$ cat src/rtl/cam_capture.sv
// OV7670 capture: packs camera byte pairs into RGB444 pixels and writes them to the frame buffer.
// Define CAM_CAPTURE_CONTINUOUS_EN to capture back-to-back frames while start stays high.
module cam_capture #(
   parameter int DATA_WIDTH = 12,
   parameter int DEPTH      = 640*480
) (
   input  logic                     p_clk,
   input  logic                     rstn,
   input  logic                     start,
   input  logic                     vsync,
   input  logic                     href,
   input  logic [7:0]               p_data,
   output logic                     w_en,
   output logic [$clog2(DEPTH)-1:0] w_addr,
   output logic [DATA_WIDTH-1:0]    w_din,
   output logic                     frame_done,
   output logic                     overflow,
   output logic                     busy
);

   localparam int            AW        = $clog2(DEPTH);
   localparam logic [AW-1:0] LAST_ADDR = AW'(DEPTH - 1);

   typedef enum logic [1:0] {IDLE, WAIT_SOF, CAPTURE} state_t;

   state_t      state, next_state;
   logic        vsync_q, vsync_prev, href_q;
   logic [7:0]  data_q;
   logic        phase, addr_full;
   logic [3:0]  r_nib;
   logic        vsync_fall, vsync_rise;
   logic        first_byte, pixel_done, frame_end, new_frame;

   // vsync history resets high so no edge is seen before the bus is really sampled
   always_ff @(posedge p_clk or negedge rstn) begin
      if (!rstn) begin
         vsync_q    <= 1'b1;
         vsync_prev <= 1'b1;
         href_q     <= 1'b0;
         data_q     <= 8'h00;
      end else begin
         vsync_q    <= vsync;
         vsync_prev <= vsync_q;
         href_q     <= href;
         data_q     <= p_data;
      end
   end

   assign vsync_fall = vsync_prev & ~vsync_q;
   assign vsync_rise = ~vsync_prev & vsync_q;

   always_ff @(posedge p_clk or negedge rstn) begin
      if (!rstn) state <= IDLE;
      else       state <= next_state;
   end

   always_comb begin
      next_state = state;
      case (state)
         IDLE:     if (start) next_state = WAIT_SOF;
         WAIT_SOF: if (vsync_fall) next_state = CAPTURE;
         CAPTURE: begin
            if (vsync_rise) begin
`ifdef CAM_CAPTURE_CONTINUOUS_EN
               next_state = start ? WAIT_SOF : IDLE;
`else
               next_state = IDLE;
`endif
            end
         end
         default:  next_state = IDLE;
      endcase
   end

   always_comb begin
      busy       = (state != IDLE);
      first_byte = (state == CAPTURE) && href_q && !phase;
      pixel_done = (state == CAPTURE) && href_q && phase;
      frame_end  = (state == CAPTURE) && vsync_rise;
      new_frame  = (next_state == WAIT_SOF) && (state != WAIT_SOF);
   end

   // A pixel finishing on the end-of-frame edge is still written; its write cycle then zeroes w_addr
   always_ff @(posedge p_clk or negedge rstn) begin
      if (!rstn) begin
         phase      <= 1'b0;
         r_nib      <= 4'h0;
         w_en       <= 1'b0;
         w_addr     <= '0;
         w_din      <= '0;
         frame_done <= 1'b0;
         overflow   <= 1'b0;
         addr_full  <= 1'b0;
      end else begin
         frame_done <= frame_end;
         w_en       <= pixel_done && !addr_full;
         phase      <= (state == CAPTURE && href_q && !frame_end) ? ~phase : 1'b0;
         if (first_byte) r_nib <= data_q[3:0];
         if (pixel_done) begin
            if (addr_full) overflow <= 1'b1;
            else           w_din    <= {r_nib, data_q};
         end
         if (w_en) begin
            if (state != CAPTURE)        w_addr    <= '0;
            else if (w_addr == LAST_ADDR) addr_full <= 1'b1;
            else                         w_addr    <= w_addr + AW'(1);
         end
         if (frame_end && !pixel_done) w_addr <= '0;
         if (new_frame) begin
            addr_full <= 1'b0;
            overflow  <= 1'b0;
            if (!pixel_done) w_addr <= '0;
         end
      end
   end

endmodule

$ cat config.mk
export PLATFORM = sky130hd
export DESIGN_NAME = cam_capture
export DESIGN_NICKNAME = d
export VERILOG_FILES = /design/src/rtl/cam_capture.sv
export SDC_FILE = /design/constraint.sdc
export NUM_CORES = 1
export LEC_CHECK = 0
export ABC_CLOCK_PERIOD_IN_PS = 2470
export CAP_MARGIN = 15
export CORE_UTILIZATION = 50
export DETAILED_ROUTE_END_ITERATION = 12
export PLACE_DENSITY = 0.85
export SLEW_MARGIN = 20
export SYNTH_ARGS = -nofsm -noshare
export SYNTH_HDL_FRONTEND = slang
export SYNTH_SLANG_ARGS = --single-unit
$ cat constraint.sdc
create_clock -name p_clk -period 2.47 [get_ports p_clk]
set_input_delay 0.741 -clock p_clk [delete_from_list [all_inputs] [get_ports p_clk]]
set_output_delay 0.741 -clock p_clk [all_outputs]
set_load 0.05 [all_outputs]
== Word-level counts from Yosys, hierarchy flattened ==
Index checks and enable logic that the tools add are counted.

* Logic and storage cells: 66
* Output and inout bits: 35
* Flip-flop bits (word level): 53

* Equality and inequality tests: 7
* Reductions and logical operators: 21
* Multiplexer cells: 18
* $add $sub $neg: 1
* Bitwise logic cells: 6

{| class="wikitable"
|+ Operator list
! kind !! number
|-
| 19-bit 2-to-1 mux || 6
|-
| 19-bit by 1-bit adder with 19-bit output (second input constant) || 1
|-
| 19-bit == test (second input constant) || 1
|-
| 2-bit nonzero test || 5
|-
| 1-bit logical AND || 8
|-
| 1-bit 2-to-1 mux || 8
|-
| 2-bit 2-to-1 mux || 3
|-
| 2-bit case mux with 3 select lines || 1
|-
| 2-bit by 1-bit == test with 1-bit output (second input constant) || 2
|-
| 1-bit logical NOT || 4
|-
| 2-bit != test (second input constant) || 2
|-
| 1-bit inverter || 4
|-
| 2-bit AND reduction || 2
|-
| 3-bit AND reduction || 1
|-
| 1-bit bitwise AND || 2
|-
| 2-bit == test (second input constant) || 1
|-
| 2-bit logical NOT || 1
|-
| 2-bit by 1-bit != test with 1-bit output (second input constant) || 1
|}

== Logic depth before layout (Yosys ltp) ==
Gate-level depths: netlist (run 1).

* Depth after elaboration: 8
* Mapped depth: 6
* Mapped depth without buffers: 6

== Least setup slack after synthesis (run 1) ==
Ideal clock, no wire load.

* Path kind: register -> register
* Start: reg w_addr[2]
* End: reg w_addr[17]
* Data required time: 2.393 ns
* Arrival time: 2.396 ns
* Period minus slack after synthesis: 2.473 ns
* Stages on the path, launching flop included: 7
* Slack: -0.003 ns
* Path through: dfrtp_1 -> nand4_4 -> or2_1 -> buf_6 -> or4_4 -> or4_1 -> a21oi_1

* Longest elaborated chain between the ends: 7

{| class="wikitable"
|+ RTL lines
! what !! RTL line !! RTL
|-
| start, declared || 14 || <nowiki>output logic [$clog2(DEPTH)-1:0] w_addr,</nowiki>
|-
| start signal, assigned || 106 || <nowiki>else w_addr <= w_addr + AW'(1);</nowiki>
|-
| 19-bit by 1-bit adder with 19-bit output or 19-bit == test (tied branches) || 106, 105 ||
|-
| 19-bit 2-to-1 mux * || 105 || <nowiki>else if (w_addr == LAST_ADDR) addr_full <= 1'b1;</nowiki>
|-
| 19-bit 2-to-1 mux * || 104 || <nowiki>if (state != CAPTURE) w_addr <= '0;</nowiki>
|-
| 19-bit 2-to-1 mux * || 103 || <nowiki>if (w_en) begin</nowiki>
|-
| 19-bit 2-to-1 mux * || 108 || <nowiki>if (frame_end && !pixel_done) w_addr <= '0;</nowiki>
|-
| 19-bit 2-to-1 mux || 112 || <nowiki>if (!pixel_done) w_addr <= '0;</nowiki>
|-
| 19-bit 2-to-1 mux * || 109 || <nowiki>if (new_frame) begin</nowiki>
|}

Mark *: on every way between the ends. The rest lies on a longest branch, timed or not.
A chain may end at the register's enable or synchronous reset.

== Worst setup path after layout (run 1) ==
* Start: reg w_addr[6]
* End: out w_addr[6]

No word-level cell between the ends.

==> impl_metrics.env, run 1 <==
export IMPL_num_fill_cells=355
export IMPL_endpoint_kind="primary output"
export IMPL_avgSynthCellArea_um2=11.5
export IMPL_maxSlewViolCount=0
export IMPL_setup_viol=0
export IMPL_die_h_um=69.1
export IMPL_critPathRequiredTime_ps=1730
export IMPL_cts_tree="built"
export IMPL_reg2reg_depth=5
export IMPL_relSlewSlack_pct=58.6
export IMPL_place_congestion=0.910
export IMPL_n_antenna_cell=0
export IMPL_cts_max_path_buffers=2
export IMPL_cts_buffers=5
export IMPL_status="complete, no violations"
export IMPL_groute_usage_overall_pct=19.8
export IMPL_post_route_period_util_pct=95.3
export IMPL_path_max_fanout=7
export IMPL_clk_latency_ps=300
export IMPL_fin_skew_ps=7.42
export IMPL_total_leakage_power_nw=1.30
export IMPL_clock_sinks=53
export IMPL_hpwl_um=3150
export IMPL_ir_worst_vdd_uv=420
export IMPL_power_density_nw_per_um2=673
export IMPL_vias=1721
export IMPL_hp_class="reg2reg"
export IMPL_crit_family="buffers and inverters"
export IMPL_rsz0062_at_grt="false"
export IMPL_first_global_vias=1614
export IMPL_final_nets=267
export IMPL_cts_root_buffer="clkbuf_8"
export IMPL_r2r_end="w_addr[17]"
export IMPL_grt_pass1_wl_um=7470
export IMPL_grt_remaining_overflow=0
export IMPL_wirelength_um=4390
export IMPL_drive_above_1_share_pct=16.5
export IMPL_ioPinCount=48
export IMPL_die_w_um=69.1
export IMPL_die_area_um2=4780
export IMPL_cap_viol_max_count=0
export IMPL_max_stage_delay_ps=850
export IMPL_finalHoldViolCount=0
export IMPL_rows=24
export IMPL_placed_cells=298
export IMPL_timing_fmax_mhz=425
export IMPL_drt_pass1_iter_count=4
export IMPL_ctsHoldBuffers=0
export IMPL_worst_pin_slew_ps=613
export IMPL_r2r_slack_ps=270
export IMPL_synth_nets=209
export IMPL_slowest_stage="clkdlybuf4s50_1"
export IMPL_yosys_warnings=0
export IMPL_rr_startpoint="w_addr[3]"
export IMPL_finalCriticalPeriod_ps=2350
export IMPL_min_path_cells=0
export IMPL_path_cells="clkdlybuf4s50_1"
export IMPL_drt_iter0_markers=104
export IMPL_syn_area_um2=2250
export IMPL_start_util_pct=51.7
export IMPL_synth_cells=195
export IMPL_core_um2=4350
export IMPL_via_per_inst=5.62
export IMPL_htree_levels=2
export IMPL_worst_setup_path_start_kind="flop"
export IMPL_design_area_um2=2940
export IMPL_min_delay_start="vsync_q"
export IMPL_placed_cell_area_um2=2840
export IMPL_ctsResizeCount=1
export IMPL_fin_setup_tns_ps=0
export IMPL_path_class="reg2out"
export IMPL_clk_pin_slew_ps=90
export IMPL_fin_ws_ps=116
export IMPL_portBuffers=47
export IMPL_synth_seq_area_share_pct=59.0
export IMPL_cp_num_buf_inv=1
export IMPL_final_util_pct=67.6
export IMPL_ys_seq_elements=53
export IMPL_fin_cells=306
export IMPL_grt_max_degree=29
export IMPL_ys_types=37
export IMPL_arrival_ps=1610
export IMPL_area_growth_pct=30.7
export IMPL_cts_setup_buffers=0
export IMPL_post_place_ws_ps=245
export IMPL_ant_nets=0
export IMPL_holdPathEnd="vsync_prev"
export IMPL_wl_per_cell_um=14.4
export IMPL_drc=0
export IMPL_antenna_found_initial=0
report_power, final:
part | leakage (nW) | switching (mW) | total, mW | internal (mW)
Combinational | 0.549 | 0.242 | 0.406 | 0.164
Sequential | 0.700 | 0.0574 | 1.01 | 0.951
Clock | 0.0552 | 0.265 | 0.566 | 0.301
Total | 1.30 | 0.564 | 1.98 | 1.42
state kept, by name, summed over array words and instances (netlist names):
| register | count |
|---|---|
| w_addr | 19 |
| w_din | 12 |
| data_q | 8 |
| r_nib | 4 |
| state | 2 |
| addr_full | 1 |
| frame_done | 1 |
| href_q | 1 |
| overflow | 1 |
| phase | 1 |
| vsync_prev | 1 |
| vsync_q | 1 |
| w_en | 1 |
metal layers:
| layer | wire, um | share of wire (%) | GRT usage, % |
|---|---|---|---|
| met1 | 1890 | 43 | 24.6 |
| met2 | 2240 | 51 | 34.4 |
| met3 | 222 | 5.1 | 4.82 |
| met4 | 40 | 0.91 | 5.44 |
| met5 | 0 | 0 | 0 |
cells by family (layout without fill, tap and decap cells):
family	count (synthesis)	after routing	synth area share [%]
AND/OR/NAND/NOR	86	86	20.6
flip-flops	53	53	59.0
AO/OA/AOI/OAI	20	20	5.44
multiplexers	16	16	8.00
XOR/XNOR	13	13	5.06
buffers and inverters	6	65	1.33
adder cells (fa/ha/maj)	1	1	0.555
cells in the mapped netlist:
cell      number  share of area (%)
nand4_4        1               0.94
clkbuf_1       2               0.33
or2_2          1               0.28
or2_1          1               0.28
o31ai_1        1               0.33
or4_4          1               0.50
a21o_1         2               0.67
dfrtp_1       51                 57
nand4b_1       1               0.39
nand2b_1       2               0.56
and3_1         2               0.56
nor3_1         4               0.89
and3_2         1               0.33
nor3b_1        3                1.0
a311oi_1       2               0.78
dfstp_2        2                2.3
or4_1          1               0.33
nor4_1         3               0.83
nand3_1       12                2.7
nand4_1        7                1.9
nor2_1        27                4.5
a31oi_1        2               0.56
o21ai_0        7                1.6
ha_1           1               0.56
or3b_2         1               0.39
buf_1          1               0.17
nand2_1       11                1.8
and2_1         1               0.28
nor2b_1        3               0.83
and4_1         1               0.39
inv_1          2               0.33
xor2_1        13                5.1
a21oi_1        4               0.89
nor4bb_1       2               0.89
buf_6          1               0.50
o211ai_1       2               0.67
mux2_2        16                8.0
through the flow:
stage	hold WS [ps]	total power, mW
after global placement	363	1.43
after global routing	392	2.07
final	381	1.98
after detailed placement	368	1.44
after CTS	381	2.00
after floorplan	358	1.27
final cells by class:
class                   instances  area (um^2)  area share (%)
clock buffers                   6         72.6            2.47
flip-flops and latches         53         1330            45.2
well taps                      52         65.1            2.21
clock inverters                 2         35.0            1.19
repair buffers                 55          534            18.2
inverters                       2         7.51           0.255
multi-input cells             136          898            30.5
placed cells by master (no fill, tap or decap), types with 3 or more instances in the layout:
cell              n
buf_4             8
xor2_1           13
nand3_1          12
clkbuf_8          5
nand2_1          11
nor3_1            3
dfrtp_1          50
nor2b_1           3
nor2_1           27
nor3b_1           3
mux2_2           16
o21ai_0           7
nor4_1            3
clkdlybuf4s50_1  44
nand4_1           7
a21oi_1           4
how the worst max path moves through the flow:
stage,from,to,slack [ps],cells after the start
CTS,w_addr[12],w_addr[12],100,1
global route,w_addr[6],w_addr[6],50,1
global placement,start,w_addr[18],270,6
detailed placement,start,w_addr[18],250,6
floorplan,w_addr[3],w_addr[17],6,6
finish,w_addr[6],w_addr[6],120,1
Power figures use the tool's default switching activity.
==> run 2, diff against run 1 <==
--- a/config.mk
+++ b/config.mk
@@ -9,6 +9,7 @@
 export CAP_MARGIN = 15
 export CORE_UTILIZATION = 50
 export DETAILED_ROUTE_END_ITERATION = 12
+export GPL_ROUTABILITY_DRIVEN = 0
 export PLACE_DENSITY = 0.85
 export SLEW_MARGIN = 20
 export SYNTH_ARGS = -nofsm -noshare
==> results of run 2 <==
Final layout, timing and power as in run 1 (identical DEF).
==> run 3, diff against run 2 <==
--- a/config.mk
+++ b/config.mk
@@ -5,7 +5,7 @@
 export SDC_FILE = /design/constraint.sdc
 export NUM_CORES = 1
 export LEC_CHECK = 0
-export ABC_CLOCK_PERIOD_IN_PS = 2470
+export ABC_CLOCK_PERIOD_IN_PS = 2700
 export CAP_MARGIN = 15
 export CORE_UTILIZATION = 50
 export DETAILED_ROUTE_END_ITERATION = 12
==> constraint.sdc (replaced) <==
create_clock -name p_clk -period 2.7 [get_ports p_clk]
set_input_delay 0.81 -clock p_clk [delete_from_list [all_inputs] [get_ports p_clk]]
set_output_delay 0.81 -clock p_clk [all_outputs]
set_load 0.05 [all_outputs]
==> impl_metrics.env, run 3 (synthesized netlist as in run 1, its figures left out) <==
export IMPL_first_global_vias=1679
export IMPL_drive_above_1_share_pct=15.1
export IMPL_setup_viol=0
export IMPL_rows=24
export IMPL_finalHoldViolCount=0
export IMPL_rr_startpoint="w_addr[2]"
export IMPL_r2r_end="w_addr[17]"
export IMPL_fin_skew_ps=7.42
export IMPL_slowest_stage="clkdlybuf4s50_1"
export IMPL_grt_busiest_layer="met2"
export IMPL_groute_usage_overall_pct=20.1
export IMPL_reg2reg_depth=5
export IMPL_finalCriticalPeriod_ps=2590
export IMPL_design_area_um2=2890
export IMPL_grt_use_met2_pct=34.5
export IMPL_start_util_pct=51.7
export IMPL_post_route_period_util_pct=95.8
export IMPL_max_stage_delay_ps=700
export IMPL_cts_buffers=5
export IMPL_total_leakage_power_nw=1.27
export IMPL_met1_usage_pct=25.1
export IMPL_intPower_mw=1.20
export IMPL_endpoint_kind="primary output"
export IMPL_die_w_um=69.1
export IMPL_hp_class="reg2reg"
export IMPL_largest_register_ffs=19
export IMPL_p_switching_uw=534
export IMPL_arrival_ps=1780
export IMPL_hpwl_um=3070
export IMPL_gr_usage_met3_pct=5.56
export IMPL_placed_cell_area_um2=2800
export IMPL_drc=0
export IMPL_n_antenna_cell=0
export IMPL_grt_remaining_overflow=0
export IMPL_status="complete, no violations"
export IMPL_ctsResizeCount=0
export IMPL_clk_latency_ps=310
export IMPL_power_density_nw_per_um2=600
export IMPL_path_cells="or2_2, clkdlybuf4s50_1"
export IMPL_drt_iter0_markers=118
export IMPL_path_class="reg2out"
export IMPL_cts_tree="built"
export IMPL_comb_power_share_pct=21.3
export IMPL_clk_pin_slew_ps=90
export IMPL_worst_pin_slew_ps=683
export IMPL_cts_root_buffer="clkbuf_8"
export IMPL_crit_start="state[0]"
export IMPL_die_area_um2=4780
export IMPL_final_common_cell="dfrtp_1"
export IMPL_die_h_um=69.1
export IMPL_ir_worst_vdd_uv=430
export IMPL_relSlewSlack_pct=54.4
export IMPL_maxSlewViolCount=0
export IMPL_p_seq_share_pct=53.1
export IMPL_core_um2=4350
export IMPL_antenna_found_initial=0
export IMPL_top_regs="w_addr (19), w_din (12), data_q (8)"
export IMPL_clock_sinks=53
export IMPL_critPathRequiredTime_ps=1890
export IMPL_wirelength_um=4210
export IMPL_ioPinCount=48
export IMPL_path_max_fanout=8
export IMPL_cts_max_path_buffers=2
export IMPL_top_register="w_addr"
export IMPL_rsz0062_at_grt="false"
export IMPL_worst_setup_path_start_kind="flop"
export IMPL_wl_per_cell_um=13.9
export IMPL_area_growth_pct=28.4
export IMPL_htree_levels=2
export IMPL_cap_viol_max_count=0
export IMPL_final_cell_mix="dfrtp_1, clkdlybuf4s50_1, nor2_1"
export IMPL_pwr_share_clk_pct=25.6
export IMPL_ctsHoldBuffers=0
export IMPL_grt_max_degree=23
export IMPL_timing_fmax_mhz=386
export IMPL_via_per_inst=5.43
export IMPL_vias=1646
export IMPL_r2r_slack_ps=450
export IMPL_endpoint="busy"
export IMPL_cts_setup_buffers=0
export IMPL_final_nets=264
export IMPL_fin_setup_tns_ps=0
export IMPL_drt_pass1_iter_count=4
export IMPL_netSwitchingFraction_pct=30.8
export IMPL_grt_pass1_wl_um=7620
export IMPL_ant_nets=0
export IMPL_portBuffers=47
==> run 3: how the worst min path moves through the flow <==
| stage | cells after the start | endpoint | start | slack, ps |
|---|---|---|---|---|
| 3_3_place_gp | 0 | vsync_prev | vsync_q | 360 |
| 2_1_floorplan | 0 | vsync_prev | vsync_q | 360 |
| 6_report | 0 | vsync_prev | vsync_q | 380 |
| 5_1_grt | 0 | vsync_prev | vsync_q | 390 |
| 4_1_cts | 0 | vsync_prev | vsync_q | 380 |
| 3_5_place_dp | 0 | vsync_prev | vsync_q | 370 |
==> run 3: cell type report <==
cell class / instances / area, um^2
clock buffers: 5 / 68.8
clock inverters: 3 / 21.3
fillers: 356 / 1460
inverters: 2 / 7.51
multi-input cells: 136 / 898
flip-flops and latches: 53 / 1330
well taps: 52 / 65.1
repair buffers: 52 / 503
==> run 3: through the flow <==
step	instances	worst slack, ps	hold WS (ps)	util (%)	power, mW
floorplan	195	227	358	-	1.17
global placement	295	426	362	64.4	1.30
detailed placement	295	396	371	64.4	1.31
CTS	303	97.4	384	66.4	1.75
global route	303	38.5	393	66.4	1.83
finish	303	112	382	66.4	1.74
==> run 3: critical path: cells and delay by family, from the launching register on <==
family,cells,cell delay (ps)
buffers and inverters,1,700
DFF,1,460
and+or+nand+nor,1,310
==> run 3: per-layer routing <==
metal  vias to the layer above  part of all wire, %
met2                        42                   50
met4                         0                 0.67
li1                        807                    -
met1                       793                   44
met3                         4                  5.2
met5                         -                    0
==> run 3: power by group through the flow <==
stage,clock network (mW),logic (mW),registers (mW)
floorplan,0,0.154,1.01
global placement,0,0.363,0.933
global route,0.498,0.395,0.937
finish,0.444,0.370,0.923
CTS,0.457,0.373,0.924
detailed placement,0,0.373,0.937
